`src/rtl/mem_arb_pkg.sv`:
```
// Shared types, default widths and address mapping for the memory arbiter.
// Latency: n/a (declarations only).
// Backpressure: n/a.
package mem_arb_pkg;

  typedef enum logic [1:0] {
    IDLE = 2'd0,
    BUSY = 2'd1,
    DONE = 2'd2
  } state_t;

  localparam int DATA_W  = 256;
  localparam int CADDR_W = 28;
  localparam int MADDR_W = 31;

  // Wide enough for any requester or controller address this block supports.
  localparam int MAP_W = 64;

  // Forward addr[lsb +: bits] to the controller, zero above.
  function automatic logic [MAP_W-1:0] map_addr(
    input logic [MAP_W-1:0] addr,
    input int               lsb,
    input int               bits
  );
    logic [MAP_W-1:0] mask;
    mask = (bits >= MAP_W) ? '1 : ((MAP_W'(1) << bits) - MAP_W'(1));
    return (addr >> lsb) & mask;
  endfunction

endpackage

```
`src/rtl/mem_arbiter_rr_if.sv`:
```
// Requester and memory-controller bundle for the arbiter.
// Latency: n/a (wires only).
// Backpressure: completion pulses (req_ready) and controller handshakes travel here.
interface mem_arbiter_rr_if #(
  parameter int NUM_CH  = 3,
  parameter int DATA_W  = mem_arb_pkg::DATA_W,
  parameter int CADDR_W = mem_arb_pkg::CADDR_W,
  parameter int MADDR_W = mem_arb_pkg::MADDR_W
);
  logic [NUM_CH-1:0]         req_valid;
  logic [NUM_CH-1:0]         req_rw;
  logic [NUM_CH*CADDR_W-1:0] req_addr;
  logic [NUM_CH*DATA_W-1:0]  req_wdata;
  logic [NUM_CH-1:0]         req_ready;
  logic [NUM_CH-1:0]         req_err;
  logic [DATA_W-1:0]         rsp_rdata;
  logic [DATA_W-1:0]         data_wr;
  logic [MADDR_W-1:0]        data_addr;
  logic [DATA_W-1:0]         data_rd;
  logic                      data_rden;
  logic                      data_wren;
  logic                      mc_rd_valid;
  logic                      mc_wr_rdy;

  // Arbiter side.
  modport slave (
    input  req_valid, req_rw, req_addr, req_wdata, data_rd, mc_rd_valid, mc_wr_rdy,
    output req_ready, req_err, rsp_rdata, data_wr, data_addr, data_rden, data_wren
  );

  // Requester/controller side.
  modport master (
    output req_valid, req_rw, req_addr, req_wdata, data_rd, mc_rd_valid, mc_wr_rdy,
    input  req_ready, req_err, rsp_rdata, data_wr, data_addr, data_rden, data_wren
  );
endinterface

```
`src/rtl/rr_pick.sv`:
```
// Round-robin / fixed-priority picker over NUM_CH request lines.
// Latency: combinational.
// Backpressure: none; the caller decides when a pick is consumed.
module rr_pick #(
  parameter int NUM_CH = 3,
  parameter int IDX_W  = $clog2(NUM_CH)
) (
  input  logic [NUM_CH-1:0] req,
  input  logic [IDX_W-1:0]  last,
  input  logic              mode,
  output logic [IDX_W-1:0]  grant,
  output logic              any_valid
);
  logic [IDX_W-1:0]  start;
  logic [NUM_CH-1:0] scan;
  logic [IDX_W-1:0]  cnt;
  logic [IDX_W-1:0]  off;
  logic              found;
  logic [IDX_W:0]    sum;

  // Rotate the request vector to the search start, take the lowest set bit, rotate back.
  always_comb begin
    start = '0;
    if (mode && (last != IDX_W'(NUM_CH - 1))) start = last + 1'b1;
    scan  = NUM_CH'({req, req} >> start);
    cnt   = '0;
    off   = '0;
    found = 1'b0;
    for (int k = 0; k < NUM_CH; k++) begin
      if (!found && scan[0]) begin
        found = 1'b1;
        off   = cnt;
      end
      scan = scan >> 1;
      cnt  = cnt + 1'b1;
    end
    sum = {1'b0, start} + {1'b0, off};
    if (sum >= (IDX_W+1)'(NUM_CH)) sum = sum - (IDX_W+1)'(NUM_CH);
    grant     = sum[IDX_W-1:0];
    any_valid = |req;
  end
endmodule

```
`src/rtl/mem_arbiter_rr.sv`:
```
// N-channel arbiter in front of the DDR2 controller user interface (RR or fixed priority).
// Latency: req_valid -> rden/wren 1 cycle; completion -> req_ready 1 cycle; 1 turnaround cycle after.
// Backpressure: one command in flight; other requesters wait until req_ready, watchdog aborts stalls.
module mem_arbiter_rr #(
  parameter int NUM_CH      = 3,
  parameter int DATA_W      = mem_arb_pkg::DATA_W,
  parameter int CADDR_W     = mem_arb_pkg::CADDR_W,
  parameter int MADDR_W     = mem_arb_pkg::MADDR_W,
  parameter int ADDR_LSB    = 1,
  parameter int ADDR_BITS   = 25,
  parameter int RR_MODE     = 1,
  parameter int TIMEOUT_CYC = 1023
) (
  input logic            clk,
  input logic            reset,
  mem_arbiter_rr_if.slave bus
);
  import mem_arb_pkg::*;

  localparam int IDX_W = $clog2(NUM_CH);
  localparam int TMR_W = (TIMEOUT_CYC > 0) ? $clog2(TIMEOUT_CYC + 1) : 1;

  state_t             state_q, state_d;
  logic [IDX_W-1:0]   grant_q, grant_d;
  logic [IDX_W-1:0]   last_q, last_d;
  logic               rw_q, rw_d;
  logic [MADDR_W-1:0] addr_q, addr_d;
  logic [DATA_W-1:0]  wdat_q, wdat_d;
  logic               rden_q, rden_d;
  logic               wren_q, wren_d;
  logic [NUM_CH-1:0]  ready_q, ready_d;
  logic [NUM_CH-1:0]  err_q, err_d;
  logic [DATA_W-1:0]  rdata_q, rdata_d;
  logic [TMR_W-1:0]   timer_q, timer_d;

  logic [IDX_W-1:0]   pick_idx;
  logic               pick_any;
  logic [NUM_CH-1:0]  grant_oh;
  logic               timeout_hit;

  logic [CADDR_W-1:0] ch_addr  [NUM_CH];
  logic [DATA_W-1:0]  ch_wdata [NUM_CH];

  for (genvar i = 0; i < NUM_CH; i++) begin : g_unpack
    assign ch_addr[i]  = bus.req_addr[i*CADDR_W +: CADDR_W];
    assign ch_wdata[i] = bus.req_wdata[i*DATA_W +: DATA_W];
  end

  rr_pick #(.NUM_CH(NUM_CH), .IDX_W(IDX_W)) u_pick (
    .req       (bus.req_valid),
    .last      (last_q),
    .mode      (RR_MODE != 0),
    .grant     (pick_idx),
    .any_valid (pick_any)
  );

  assign grant_oh    = NUM_CH'(1) << grant_q;
  // The count includes the current BUSY cycle, so the abort lands on cycle TIMEOUT_CYC.
  assign timeout_hit = (TIMEOUT_CYC != 0) && ((timer_q + 1'b1) == TMR_W'(TIMEOUT_CYC));

  // Next-state and next-register values; completion beats a same-cycle timeout.
  always_comb begin
    state_d = state_q;
    grant_d = grant_q;
    last_d  = last_q;
    rw_d    = rw_q;
    addr_d  = addr_q;
    wdat_d  = wdat_q;
    rden_d  = rden_q;
    wren_d  = wren_q;
    ready_d = '0;
    err_d   = '0;
    rdata_d = rdata_q;
    timer_d = timer_q;
    case (state_q)
      IDLE: begin
        if (pick_any) begin
          grant_d = pick_idx;
          rw_d    = bus.req_rw[pick_idx];
          addr_d  = MADDR_W'(map_addr(64'(ch_addr[pick_idx]), ADDR_LSB, ADDR_BITS));
          wdat_d  = ch_wdata[pick_idx];
          rden_d  = !bus.req_rw[pick_idx];
          wren_d  = bus.req_rw[pick_idx];
          timer_d = '0;
          state_d = BUSY;
        end
      end
      BUSY: begin
        timer_d = timer_q + 1'b1;
        if (!rw_q && bus.mc_rd_valid) begin
          rdata_d = bus.data_rd;
          rden_d  = 1'b0;
          ready_d = grant_oh;
          state_d = DONE;
        end else if (rw_q && bus.mc_wr_rdy) begin
          wren_d  = 1'b0;
          ready_d = grant_oh;
          state_d = DONE;
        end else if (timeout_hit) begin
          rden_d  = 1'b0;
          wren_d  = 1'b0;
          ready_d = grant_oh;
          err_d   = grant_oh;
          state_d = DONE;
        end
      end
      DONE: begin
        last_d  = grant_q;
        timer_d = '0;
        addr_d  = '0;
        wdat_d  = '0;
        state_d = IDLE;
      end
      default: state_d = IDLE;
    endcase
  end

  // State and datapath registers with synchronous reset; reset drops enables with no response.
  always_ff @(posedge clk) begin
    if (reset) begin
      state_q <= IDLE;
      grant_q <= '0;
      last_q  <= IDX_W'(NUM_CH - 1);
      rw_q    <= 1'b0;
      addr_q  <= '0;
      wdat_q  <= '0;
      rden_q  <= 1'b0;
      wren_q  <= 1'b0;
      ready_q <= '0;
      err_q   <= '0;
      rdata_q <= '0;
      timer_q <= '0;
    end else begin
      state_q <= state_d;
      grant_q <= grant_d;
      last_q  <= last_d;
      rw_q    <= rw_d;
      addr_q  <= addr_d;
      wdat_q  <= wdat_d;
      rden_q  <= rden_d;
      wren_q  <= wren_d;
      ready_q <= ready_d;
      err_q   <= err_d;
      rdata_q <= rdata_d;
      timer_q <= timer_d;
    end
  end

  assign bus.req_ready = ready_q;
  assign bus.req_err   = err_q;
  assign bus.rsp_rdata = rdata_q;
  assign bus.data_wr   = wdat_q;
  assign bus.data_addr = addr_q;
  assign bus.data_rden = rden_q;
  assign bus.data_wren = wren_q;
endmodule

```
`src/flat_wrapper.sv`:
```
// flat-port wrapper written by rule: the top's interface ports become plain ports
module mem_arbiter_rr_flat import mem_arb_pkg::*;
#(
  parameter int NUM_CH      = 3,
  parameter int DATA_W      = mem_arb_pkg::DATA_W,
  parameter int CADDR_W     = mem_arb_pkg::CADDR_W,
  parameter int MADDR_W     = mem_arb_pkg::MADDR_W,
  parameter int ADDR_LSB    = 1,
  parameter int ADDR_BITS   = 25,
  parameter int RR_MODE     = 1,
  parameter int TIMEOUT_CYC = 1023
)
  (clk, reset, bus_req_valid, bus_req_rw, bus_req_addr, bus_req_wdata, bus_data_rd, bus_mc_rd_valid, bus_mc_wr_rdy, bus_req_ready, bus_req_err, bus_rsp_rdata, bus_data_wr, bus_data_addr, bus_data_rden, bus_data_wren);
  mem_arbiter_rr_if #(.NUM_CH(NUM_CH), .DATA_W(DATA_W), .CADDR_W(CADDR_W), .MADDR_W(MADDR_W)) bus_i ();
  input logic clk;
  input logic reset;
  input wire logic [$bits(bus_i.req_valid)-1:0] bus_req_valid;
  input wire logic [$bits(bus_i.req_rw)-1:0] bus_req_rw;
  input wire logic [$bits(bus_i.req_addr)-1:0] bus_req_addr;
  input wire logic [$bits(bus_i.req_wdata)-1:0] bus_req_wdata;
  input wire logic [$bits(bus_i.data_rd)-1:0] bus_data_rd;
  input wire logic [$bits(bus_i.mc_rd_valid)-1:0] bus_mc_rd_valid;
  input wire logic [$bits(bus_i.mc_wr_rdy)-1:0] bus_mc_wr_rdy;
  output wire logic [$bits(bus_i.req_ready)-1:0] bus_req_ready;
  output wire logic [$bits(bus_i.req_err)-1:0] bus_req_err;
  output wire logic [$bits(bus_i.rsp_rdata)-1:0] bus_rsp_rdata;
  output wire logic [$bits(bus_i.data_wr)-1:0] bus_data_wr;
  output wire logic [$bits(bus_i.data_addr)-1:0] bus_data_addr;
  output wire logic [$bits(bus_i.data_rden)-1:0] bus_data_rden;
  output wire logic [$bits(bus_i.data_wren)-1:0] bus_data_wren;
  assign bus_i.req_valid = bus_req_valid;
  assign bus_i.req_rw = bus_req_rw;
  assign bus_i.req_addr = bus_req_addr;
  assign bus_i.req_wdata = bus_req_wdata;
  assign bus_i.data_rd = bus_data_rd;
  assign bus_i.mc_rd_valid = bus_mc_rd_valid;
  assign bus_i.mc_wr_rdy = bus_mc_wr_rdy;
  assign bus_req_ready = bus_i.req_ready;
  assign bus_req_err = bus_i.req_err;
  assign bus_rsp_rdata = bus_i.rsp_rdata;
  assign bus_data_wr = bus_i.data_wr;
  assign bus_data_addr = bus_i.data_addr;
  assign bus_data_rden = bus_i.data_rden;
  assign bus_data_wren = bus_i.data_wren;
  mem_arbiter_rr #(.NUM_CH(NUM_CH), .DATA_W(DATA_W), .CADDR_W(CADDR_W), .MADDR_W(MADDR_W), .ADDR_LSB(ADDR_LSB), .ADDR_BITS(ADDR_BITS), .RR_MODE(RR_MODE), .TIMEOUT_CYC(TIMEOUT_CYC)) u_core (.clk(clk), .reset(reset), .bus(bus_i));
endmodule
```
`config.mk`:
```
export PLATFORM = sky130hd
export DESIGN_NAME = mem_arbiter_rr_flat
export DESIGN_NICKNAME = d
export VERILOG_FILES = /design/src/rtl/mem_arb_pkg.sv /design/src/rtl/mem_arbiter_rr_if.sv /design/src/rtl/rr_pick.sv /design/src/rtl/mem_arbiter_rr.sv /design/src/flat_wrapper.sv
export SDC_FILE = /design/constraint.sdc
export NUM_CORES = 1
export LEC_CHECK = 0
export CAP_MARGIN = 20
export CORE_AREA = 5 5 649 651
export CTS_CLUSTER_SIZE = 16
export DETAILED_ROUTE_END_ITERATION = 6
export DIE_AREA = 0 0 654 656
export GPL_ROUTABILITY_DRIVEN = 0
export PLACE_DENSITY = 0.3
export SYNTH_ARGS = -nofsm -noshare
export SYNTH_HDL_FRONTEND = slang
export SYNTH_SLANG_ARGS = --single-unit
```
`constraint.sdc`:
```
create_clock -name clk -period 2.6 [get_ports clk]
set_input_delay 0.26 -clock clk [delete_from_list [all_inputs] [get_ports clk]]
set_output_delay 0.26 -clock clk [all_outputs]
set_load 0.02 [all_outputs]
```
==> results.md <==
- Outcome: finished, violations left
- Failing checks: negative setup slack
- Clock buffers created by TritonCTS: 91
- Fraction of the cycle the final worst path needs: 1.09
- Type of the worst setup path: reg2reg
- Count of flip-flops with a built-in enable after synthesis: 0
- Worst slew pin tran: 880 ps
- Setup total negative slack: -35,510 ps
- Syn Inst Count: 2,640
- IO Pins: 1,669
- Critical path endpoint category: flip-flop
- H-tree depth: 3
- Area delta synth->final: 145%
- Internal power of the cells: 24.4 mW
- Critical Path Source: u_core.last_q[0]
- Top fanout value on the critical path: 8
- # nets final: 5,960
- Element type at the critical path start: flip-flop
- Clock share of power: 0.347
- Most common cell after layout, fill and taps aside: clkdlybuf4s50_1
- MaxCap Viol Count: 0
- CTS tree: yes
- Worst path arrival time: 3530 ps
- Post-synth design cell area: 23,800 um^2
- Area of the core: 415,000 um^2
- Cell Rows: 237
- Total vias in the final route: 31,462
- Setup repair after global routing missed its margin: true
- Antenna violations before repair: 408
- Total DRC errors in the routed layout: 0
- Proportion of layout cells with a drive suffix above 1: 0.148
- Number of instances on the worst hold path: 3
- Fraction of power spent switching nets: 0.364
- Number of library cell types mapped by synthesis: 54
- Pwr dens: 659 nW/um^2
- Placed wire-length estimate after detailed placement: 316 mm
- Pin count of the biggest net entering global routing: 96
- Synthesized flop and latch total: 562
- First-pass GRT wire length: 430 mm
- Static leakage power: 20.8 nW
- Number of max-slew violations in the final report: 0
- Place WS: -1720 ps
- Class of the tightest hold or removal check: in2reg
- Number of violations reported at the end of detailed-routing iteration 0: 1,674
- Avg Synthesized Cell Area: 9.01 um^2
- Comb power frac: 0.373
- Mean number of vias per cell: 3.00
- Root buffer cell: clkbuf_16
- Vias in the first global route: 32,069
- Length in cells of the worst reg-to-reg path: 13
- Drt wl/cell: 34.4 um
- Clock insertion delay at the later pin of the skew report: 880 ps
- Leading cell types in the layout, fill and taps excluded: clkdlybuf4s50_1 (1,630), nand2_1 (609), dfxtp_1 (560)
- Total detailed-routing wirelength: 360 mm
- PnR worst setup slack: -246 ps
- Count of input and output buffers: 1,653
- Antenna Violating Nets Remaining: 0
- Vertical die dimension: 656 um
- Ys Warns: 0
- Sink Count: 562
- Aggregate global routing overflow: 0
- Setup violations, final: 267
- Worst Path Required: 3280 ps
- Source of the worst register-to-register timing path: u_core.last_q[0]
- F_max: 351 MHz
- Commonest register cell after synthesis: dfxtp_1
- Share of synthesized flip-flops with an asynchronous set or reset: 0
- Die width: 654 um
- Hold Vio Cnt, Final: 0
- Number of buffers on the longest clock path: 4
- Effective utilization at floorplan: 0.0573
- Max transition margin: 0.411
- Clock transition at the registers of the reported paths: 60 ps
- Largest clock skew in the final design: 92.0 ps
- HP Start: bus_data_rd[196]
- Worst-case vdd ir drop: 0.465 mV
- Die area: 429,000 um^2
- Post-layout minimum cycle time: 2850 ps
- GR Util All Layers: 0.160
- Number of optimization iterations in the first detailed-route pass: 5
- Relative contribution of sequential cells to total power: 0.280
- Register area share after synthesis: 0.473
- P_sw: 14.0 mW
-- layout make-up --
| class | count | area (um^2) |
|---|---|---|
| Antenna cell | 79 | 198 |
| Clock buffer | 134 | 2650 |
| Clock inverter | 28 | 445 |
| Fill cell | 46940 | 357000 |
| Inverter | 93 | 349 |
| Multi-Input combinational cell | 1768 | 12200 |
| Sequential cell | 562 | 11300 |
| Tap cell | 5497 | 6880 |
| Timing Repair Buffer | 2322 | 24300 |
-- repair_timing --
| item | CTS | global route |
|---|---|---|
| gates resized for setup | 263 | 157 |
| setup buffers | 35 | 16 |
| endpoints found under the setup margin | 293 | 308 |
| gates cloned | 21 | 11 |
| hold endpoints to repair | 380 | 0 |
| pin swaps | 93 | 47 |
| hold buffers | 417 | 0 |
-- synth_stat cells (23+ instances only) --
| library cell | count | area share |
|---|---|---|
| a21oi_1 | 264 | 0.056 |
| a22oi_1 | 78 | 0.025 |
| a22oi_2 | 120 | 0.063 |
| buf_2 | 47 | 0.0099 |
| buf_6 | 23 | 0.011 |
| clkbuf_1 | 114 | 0.018 |
| dfxtp_1 | 562 | 0.47 |
| inv_1 | 93 | 0.015 |
| mux2i_1 | 283 | 0.12 |
| nand2_1 | 611 | 0.096 |
| nor2_1 | 25 | 0.0039 |
| o21ai_0 | 96 | 0.020 |
| o21ai_1 | 121 | 0.025 |
| o221ai_1 | 83 | 0.031 |
-- critical path, stage by stage, from the launching register on --
cell and delay (ps):
dfxtp_4 350, buf_6 130, nor3_4 190, ha_4 240, buf_6 120, nor3_4 200, o21ai_2 100, buf_4 150
o21ai_4 60, buf_12 180, buf_12 170, buf_12 120, mux2i_4 410, o221ai_2 170
-- power by group through the flow --
stage	clock network [mW]	logic [mW]	registers [mW]
3_5_place_dp	0	12.4	10.9
5_1_grt	14.2	15.1	10.9
3_3_place_gp	0	12.4	10.9
2_1_floorplan	0	2.97	12.0
4_1_cts	14.0	14.3	10.8
6_report	13.3	14.3	10.7
-- state kept, by name, summed over array words and instances (netlist names) --
signal,cells
u_core.bus.data_addr,25
u_core.bus.data_rden,1
u_core.bus.data_wr,256
u_core.bus.data_wren,1
u_core.bus.req_err,3
u_core.bus.req_ready,3
u_core.bus.rsp_rdata,256
u_core.grant_q,2
u_core.last_q,2
u_core.rw_q,1
u_core.state_q,2
u_core.timer_q,10
-- stage by stage --
stage	utilization	cell area (um^2)	std cells	hold WS [ps]	power (mW)
global placement	0.116	48200	9753	445	23.3
global route	0.140	58100	10427	32.0	40.2
finish	0.140	58300	10483	75.2	38.4
floorplan	-	23800	2645	384	15.0
CTS	0.138	57300	10388	0.273	39.0
detailed placement	0.116	48200	9754	447	23.3
-- cells by family after synthesis --
kind of cell,Yosys count,synth area share
AOI/OAI and AO/OA,786,0.228
and+or+nand+nor,684,0.114
DFF,562,0.473
buffers and inverters,315,0.0620
muxes,283,0.119
xor gates and xnor gates,5,0.00184
adders and majority gates,4,0.00210
other,1,0.000158
-- worst paths after layout --
| check | to | slack, ps |
|---|---|---|
| worst max-delay path | u_core.bus.data_wr[95] | -250 |
| worst min-delay path | u_core.bus.rsp_rdata[196] | 80 |
| worst max register to register | u_core.bus.data_wr[95] | -250 |
| worst min register to register | u_core.bus.rsp_rdata[39] | 450 |
-- layer usage --
layer | routed length (um) | global-route usage | vias up
met3 | 56900 | 0.117 | 790
met2 | 175000 | 0.280 | 1787
li1 | - | - | 13784
met4 | 9600 | 0.0286 | 142
met1 | 118000 | 0.151 | 14959
met5 | 948 | 0 | -
Note: power is estimated with default switching activity, not from simulation.
